File: config.mk
export PLATFORM = sky130hd
export DESIGN_NAME = mux64_burst_arbiter
export DESIGN_NICKNAME = d
export VERILOG_FILES = /design/src/rtl/mux64_burst_arbiter.sv
export SDC_FILE = /design/constraint.sdc
export NUM_CORES = 1
export LEC_CHECK = 0
export ABC_AREA = 1
export BUFFER_PORTS_ARGS = -buffer_cell sky130_fd_sc_hd__buf_2
export CORE_MARGIN = 3
export CORE_UTILIZATION = 35
export DETAILED_ROUTE_END_ITERATION = 10
export PLACE_DENSITY = 0.69
export SLEW_MARGIN = 20
export SYNTH_ARGS = -nofsm -noshare
export SYNTH_HDL_FRONTEND = slang
export SYNTH_SLANG_ARGS = --single-unit
File: constraint.sdc
create_clock -name clk -period 5.5 [get_ports clk]
set_clock_uncertainty 0.1 [all_clocks]
set_input_delay 0.825 -clock clk [delete_from_list [all_inputs] [get_ports clk]]
set_output_delay 0.825 -clock clk [all_outputs]
set_load 0.01 [all_outputs]
File: src/rtl/mux64_burst_arbiter.sv
// ---------------------------------------------------------------------------
// mux64_burst_arbiter
//
// Shares a 64-bit 2:1 select mux between two producers (channel 0 and
// channel 1). Arbitration is round robin with an optional burst hold of up to
// MAX_BURST consecutive beats. The selected word is registered into a single
// valid/ready output stage.
//
// Optional feature macro: ARB_PERF_CNT_EN
//   defined   -> beats0/beats1 count accepted beats per channel (32-bit, wrap)
//   undefined -> beats0/beats1 are tied to zero and no counter flops exist
//
// Ports:
//   clk                 system clock, rising edge
//   rst                 synchronous active-high reset
//   in0_valid/ready/data channel 0 producer handshake and 64-bit word
//   in1_valid/ready/data channel 1 producer handshake and 64-bit word
//   mux_sel             mux select; 1 picks channel 0, 0 picks channel 1
//   out_valid/ready/data registered output stage towards the consumer
//   out_src             channel that produced out_data
//   beats0/beats1       per-channel accepted-beat counters (optional)
// ---------------------------------------------------------------------------
module mux64_burst_arbiter #(
  parameter int MAX_BURST = 4,
  parameter int CNT_W     = 8
) (
  input  logic        clk,
  input  logic        rst,
  input  logic        in0_valid,
  output logic        in0_ready,
  input  logic [63:0] in0_data,
  input  logic        in1_valid,
  output logic        in1_ready,
  input  logic [63:0] in1_data,
  output logic        mux_sel,
  output logic        out_valid,
  input  logic        out_ready,
  output logic [63:0] out_data,
  output logic        out_src,
  output logic [31:0] beats0,
  output logic [31:0] beats1
);

  typedef enum logic [1:0] {
    IDLE  = 2'd0,
    HOLD0 = 2'd1,
    HOLD1 = 2'd2
  } state_t;

  state_t             r_state;
  state_t             w_state_nxt;
  logic               r_last;
  logic               w_last_nxt;
  logic [CNT_W-1:0]   r_cnt;
  logic [CNT_W-1:0]   w_cnt_nxt;
  logic [CNT_W-1:0]   w_cnt_inc;
  logic               r_out_valid;
  logic [63:0]        r_out_data;
  logic               r_out_src;

  logic               w_load_en;
  logic               w_gnt;
  logic               w_xfer0;
  logic               w_xfer1;
  logic               w_xfer;
  logic               w_hold_valid;
  logic [63:0]        w_mux_data;

  // The output stage can take a new word when empty or being drained now.
  assign w_load_en = ~r_out_valid | out_ready;

  // Grant: a hold state pins the channel; in IDLE a lone requester wins,
  // otherwise the channel not served last is preferred.
  // NOTE: every variable driven in always_comb gets a default first so no
  // path leaves it unassigned and no latch is inferred.
  always_comb begin
    w_gnt = ~r_last;
    case (r_state)
      HOLD0:   w_gnt = 1'b0;
      HOLD1:   w_gnt = 1'b1;
      default: begin
        if (in0_valid && !in1_valid)      w_gnt = 1'b0;
        else if (in1_valid && !in0_valid) w_gnt = 1'b1;
        else                              w_gnt = ~r_last;
      end
    endcase
  end

  assign mux_sel    = ~w_gnt;
  assign in0_ready  = w_load_en & ~w_gnt;
  assign in1_ready  = w_load_en &  w_gnt;
  assign w_xfer0    = in0_valid & in0_ready;
  assign w_xfer1    = in1_valid & in1_ready;
  assign w_xfer     = w_xfer0 | w_xfer1;
  assign w_mux_data = mux_sel ? in0_data : in1_data;
  assign w_cnt_inc  = r_cnt + 1'b1;

  // Valid of the channel currently holding the burst.
  assign w_hold_valid = w_gnt ? in1_valid : in0_valid;

  // Next-state logic for burst tracking.
  always_comb begin
    w_state_nxt = r_state;
    w_cnt_nxt   = r_cnt;
    w_last_nxt  = r_last;
    case (r_state)
      IDLE: begin
        if (w_xfer) begin
          if (MAX_BURST > 1) begin
            w_state_nxt = w_gnt ? HOLD1 : HOLD0;
            w_cnt_nxt   = CNT_W'(1);
          end else begin
            w_last_nxt  = w_gnt;
          end
        end
      end
      HOLD0, HOLD1: begin
        if (w_xfer) begin
          if (w_cnt_inc == CNT_W'(MAX_BURST)) begin
            w_state_nxt = IDLE;
            w_last_nxt  = w_gnt;
            w_cnt_nxt   = '0;
          end else begin
            w_cnt_nxt   = w_cnt_inc;
          end
        end else if (!w_hold_valid) begin
          // Holder went quiet: end the burst so the other channel wins next.
          w_state_nxt = IDLE;
          w_last_nxt  = w_gnt;
          w_cnt_nxt   = '0;
        end
        // Valid but backpressured: state and count hold.
      end
      default: begin
        w_state_nxt = IDLE;
        w_cnt_nxt   = '0;
      end
    endcase
  end

  // NOTE: sequential state uses non-blocking assignments so every flop
  // samples pre-edge values regardless of block ordering.
  always_ff @(posedge clk) begin
    if (rst) begin
      r_state <= IDLE;
      r_last  <= 1'b1;
      r_cnt   <= '0;
    end else begin
      r_state <= w_state_nxt;
      r_last  <= w_last_nxt;
      r_cnt   <= w_cnt_nxt;
    end
  end

  // Output stage: input data is captured only on a transfer, so
  // backpressure can neither drop nor duplicate a word.
  always_ff @(posedge clk) begin
    if (rst) begin
      r_out_valid <= 1'b0;
      r_out_data  <= '0;
      r_out_src   <= 1'b0;
    end else if (w_xfer) begin
      r_out_valid <= 1'b1;
      r_out_data  <= w_mux_data;
      r_out_src   <= w_gnt;
    end else if (out_ready) begin
      r_out_valid <= 1'b0;
    end
  end

  assign out_valid = r_out_valid;
  assign out_data  = r_out_data;
  assign out_src   = r_out_src;

`ifdef ARB_PERF_CNT_EN
  logic [31:0] r_beats0;
  logic [31:0] r_beats1;

  // Free-running beat counters; wrap naturally at 32 bits.
  always_ff @(posedge clk) begin
    if (rst) begin
      r_beats0 <= '0;
      r_beats1 <= '0;
    end else begin
      if (w_xfer0) r_beats0 <= r_beats0 + 32'd1;
      if (w_xfer1) r_beats1 <= r_beats1 + 32'd1;
    end
  end

  assign beats0 = r_beats0;
  assign beats1 = r_beats1;
`else
  assign beats0 = '0;
  assign beats1 = '0;
`endif

endmodule

* Word-level counts from Yosys, hierarchy flattened
Index checks and enable logic that the tools add are counted.
Storage, ports and cells: register bits 77, output and inout bits 133, logic and storage cells 55
Operators by class: add/sub/neg operators 1, eq/ne operators 8, muxes and demuxes 21, bitwise logic cells 9, reductions and logical operators 10
Operators by type and width (number):
- $mux 64 | 1
- $mux 8 | 4
- $pmux 8 s2 | 1
- $mux 2 | 5
- $add 8x1->8 const B | 1
- $eq 8x3->1 const B | 1
- $mux 1 | 8
- $ne 3x3->1 const B | 2
- $reduce_and 3->1 | 2
- $and 1x1->1 | 4
- $ne 2x2->1 const B | 2
- $pmux 2 s2 | 1
- $not 1->1 | 3
- $eq 2x1->1 const B | 1
- $eq 2x2->1 const B | 1
- $logic_and 1x1->1 | 2
- $logic_not 1->1 | 2
- $logic_not 2->1 | 1
- $ne 2x1->1 const B | 1
- $or 1x1->1 | 2
- $pmux 1 s2 | 1
- $reduce_and 2->1 | 1
- $reduce_bool 2->1 | 1
- $reduce_or 2->1 | 1

* Longest topological paths before layout
depth after elaboration 11, gate-level depth with buffers 13, gate-level depth less buffers 13

* Least setup slack after synthesis
No wires, ideal clock.
path type input-to-output, from input in0_valid, to output in1_ready, arrival time 1.590 ns, setup slack 2.985 ns, stages 6, path buffers 1, cell sequence inv_1 > nand2_1 > nand3_2 > nand2_4 > clkbuf_1 > nor2_1
Between the ends: word-level cells in the longest chain between the ends 6, elaborated cells between the ends (all ways) 7
Ends and longest elaborated chain:
- from (decl) | RTL line 29 | input logic in0_valid,
- $logic_not 1->1 | RTL line 83 | else if (in1_valid && !in0_valid) w_gnt = 1'b1;
- $logic_and 1x1->1 | RTL line 83
- $mux 1 | RTL line 83
- $mux 1 * | RTL line 82 | if (in0_valid && !in1_valid) w_gnt = 1'b0;
- $pmux 1 s2 * | RTL line 78 | case (r_state)
- $and 1x1->1 * | RTL line 91 | assign in1_ready = w_load_en & w_gnt;
- to (decl) | RTL line 33 | output logic in1_ready,
Mark *: on every way between the ends. The rest lies on a longest branch, timed or not.

* Worst setup path in the final report
from register r_state[0], to output in0_ready
Between the ends: word-level cells in the longest chain between the ends 4, elaborated cells between the ends (all ways) 5
Ends and longest elaborated chain:
- from (decl) | RTL line 50 | state_t r_state;
- from (signal assigned) | RTL line 149 | r_state <= w_state_nxt;
- $eq 2x2->1 or $eq 2x1->1 (tied branches) | RTL line 78
- $pmux 1 s2 * | RTL line 78
- $not 1->1 * | RTL line 90 | assign in0_ready = w_load_en & ~w_gnt;
- $and 1x1->1 * | RTL line 90
- to (decl) | RTL line 30 | output logic in0_ready,
Marks and branches as above.

==> results.ini <==
[setup_path]
critPathTopFamily = simple AND/OR/NAND/NOR gates
start_kind = flop
reg2reg_slack_ps = 2330
cp_slowest_stage_delay_ps = 520
arrival_ps = 2260
end_kind = primary output
crit_path_cell_trace = inv_1, ha_1, inv_2, or2_4, nand2_4, inv_2, nor2_1, buf_2
cp.required_ps = 4580
r2r_start = r_state[0]
cp_slowest_cell = nand2_4
critPathKind = reg -> out
path_max_fanout = 70
worstReg2RegEnd = out_data[18]
cp.buffers_inverters = 4
startpoint = r_state[0]
r2r_cells = 10
cpMostUsedCell = inv_2
critical_path_depth = 8

[yosys]
synth_top_area_share_pct = 38.4
synth_cell_types = 30
syn_area_per_cell_um2 = 7.29
synthesis.area_mm2 = 0.00402
ys_warn_count = 0
netlist_top_cells_area = dfxtp_1 (38%), nand2_1 (15%), buf_4 (12%)
ys_seq_area_share_pct = 38.4
syn_inst = 551
ys_seq_elements = 77
synth_top_cell_by_area = dfxtp_1

[clock_network]
ctsLongestPathBuffers = 2
postCtsSetupBuffers = 0
htree_num_levels = 3
cts_tree = done
cts_inserted_buffers = 9
clockRootBuffer = clkbuf_16
path_clk_slew_ps = 60
cts.sinks = 77
cts_hold_buf = 0
clock_latency_ps = 320
cts.repair.resized = 0

[min_path]
holdPathStages = 2
holdCritStartpoint = out_src
whs_endpoint = out_src
hp-class = reg -> reg

[pwr]
switching_share_pct = 45.4
intPower_w = 0.00178
p_per_area_mw_per_mm2 = 636
p_switching_w = 0.00148
fin_total_pwr_w = 0.00326
pwr-share-clk_pct = 19.6
leakage_nw = 2.61
power.ir.vdd_worst_mv = 0.409
combPwrFrac_pct = 52.2
seqPwrFrac_pct = 28.2

[sta]
fin_crit_ps = 3190
fmax_mhz = 314
hold_viol = 0
rsz0062_at_grt = false
fin_crit_sh_pct = 58.0
maxSlewHeadroom_pct = 50.2
tightest_slew_ps = 747
slew_violations = 0
finalSetupTns_ps = 0
finalSetupViolations = 0

[detailed_routing]
drc = 0
wire_per_inst_um = 12.1
drtAntennaViolNets = 0
vias_per_cell = 4.54
num_vias = 3970
drt_wl_total_mm = 10.5
first_pass_iters = 4
first_iter_violations = 212

[placement]
place.gp.congestion = 0.826
port_buffers = 201
dp_hpwl_mm = 7.52

[cells_and_area]
diodes = 0
synthToLayoutAreaGrowth_pct = 27.6
drive_gt1_share_pct = 31.6
num-nets-final = 866
nFillCells = 1141

[die]
initial_utilization_pct = 36.4
pin_count = 266
core_mm2 = 0.0110
die-area_mm2 = 0.0128
die_y_um = 113
die_w_um = 113
rows = 38

[job]
maxCapViolCount = 0

[grt]
grt_pass1_wl_mm = 16.4
antenna_found_initial = 0
grt_max_degree = 119
grt_pass1_vias = 3548
grt_usage_pct = 15.4
grt-ovfl-total = 0

[status]
status = finished, final reports clean

[layout by cell type (no fill, tap or decap), types with 2 or more instances in the layout]
cell type,synthesis,layout
nand4_1,2,2
dfxtp_1,77,77
bufinv_16,0,2
clkbuf_8,0,2
buf_2,15,201
nand3_1,14,14
clkbuf_16,0,9
nand2_1,165,165
inv_2,1,2
a21oi_1,10,10
o21ai_1,25,25
a31oi_1,64,64
inv_1,20,18
ha_1,4,4
nor2_1,9,9
clkinv_2,0,2
xor2_1,2,2
conb_1,1,64
nand3_2,3,3
o21ai_0,43,43
buf_4,64,3
[logic make-up after synthesis]
logic type	count (synthesis)	share of synthesized area (%)
compound gates	144	20.3
flops	77	38.4
other cells	1	0.0933
fa+ha+maj	4	1.25
simple gates	202	20.9
buf+inv	121	18.7
xor+xnor	2	0.436
[flip-flops by register name, summed over array words and instances (netlist names)]
| name | flops |
|---|---|
| r_last | 1 |
| r_state | 2 |
| out_src | 1 |
| r_cnt | 8 |
| out_valid | 1 |
| out_data | 64 |
[area by class of cell]
class | instances | area (um2) | area share, %
Clock buffer | 12 | 256 | 5.00
Clock inverter | 4 | 70.1 | 1.37
Inverter | 21 | 78.8 | 1.54
Multi-Input combinational cell | 416 | 1980 | 38.5
Sequential cell | 77 | 1540 | 30.1
Tap cell | 140 | 175 | 3.42
Timing Repair Buffer | 204 | 1030 | 20.1
[tightest hold or removal path: cells and delay by family (launching register included)]
family	cells	cell delay, ps
AND/OR/NAND/NOR	1	60
flip-flops	1	310
AO/OA/AOI/OAI	1	50
[through the flow]
step | area, um2 | util (%) | setup slack (ps) | instances | hold WS, ps
global route | 5130 | 46.5 | 1970 | 874 | 389
global placement | 4790 | 43.4 | 1960 | 858 | 373
CTS | 5120 | 46.4 | 2020 | 874 | 373
detailed placement | 4790 | 43.4 | 1900 | 858 | 363
floorplan | 4250 | - | 2990 | 614 | 349
finish | 5130 | 46.5 | 2310 | 874 | 369
[Yosys cell counts]
cell	n
nand4_2	1
nand4_1	2
nand3b_1	1
nor3_2	1
or2_4	1
dfxtp_1	77
inv_2	1
o21ai_0	43
buf_2	15
nand3_2	3
nor2_1	9
ha_1	4
a31oi_1	64
o21bai_1	1
buf_6	5
o21ai_1	25
a21oi_1	10
a21oi_4	1
nand2_2	1
clkbuf_1	16
nand2_1	165
nor2_2	1
nor3_1	1
nand2_4	1
nand3_1	14
buf_4	64
inv_1	20
xor2_1	2
conb_1	1
or2_2	1
[power by group through the flow]
stage                     combinational, W  clock [W]  sequential, W
after floorplan                    0.00118          0        0.00103
after global placement             0.00170          0       0.000927
after detailed placement           0.00172          0       0.000927
after CTS                          0.00172   0.000656       0.000919
after global routing               0.00193   0.000678       0.000952
final                              0.00170   0.000638       0.000920
[per-layer routing]
layer / vias to the layer above / global-route usage (%) / routed length [um]
met5: - / 0 / 0
met2: 184 / 26.0 / 4990
met1: 1682 / 18.6 / 4460
met3: 14 / 3.53 / 886
met4: 0 / 6.81 / 210
li1: 2090 / - / -
[worst max-delay path by stage]
stage	endpoint	slack (ps)
2_1_floorplan	in1_ready	2990
3_3_place_gp	r_state[1]	1960
3_5_place_dp	r_state[1]	1900
4_1_cts	r_state[1]	2020
5_1_grt	r_state[1]	1970
6_report	in0_ready	2310
No activity file was read; power rests on OpenSTA's default activity.
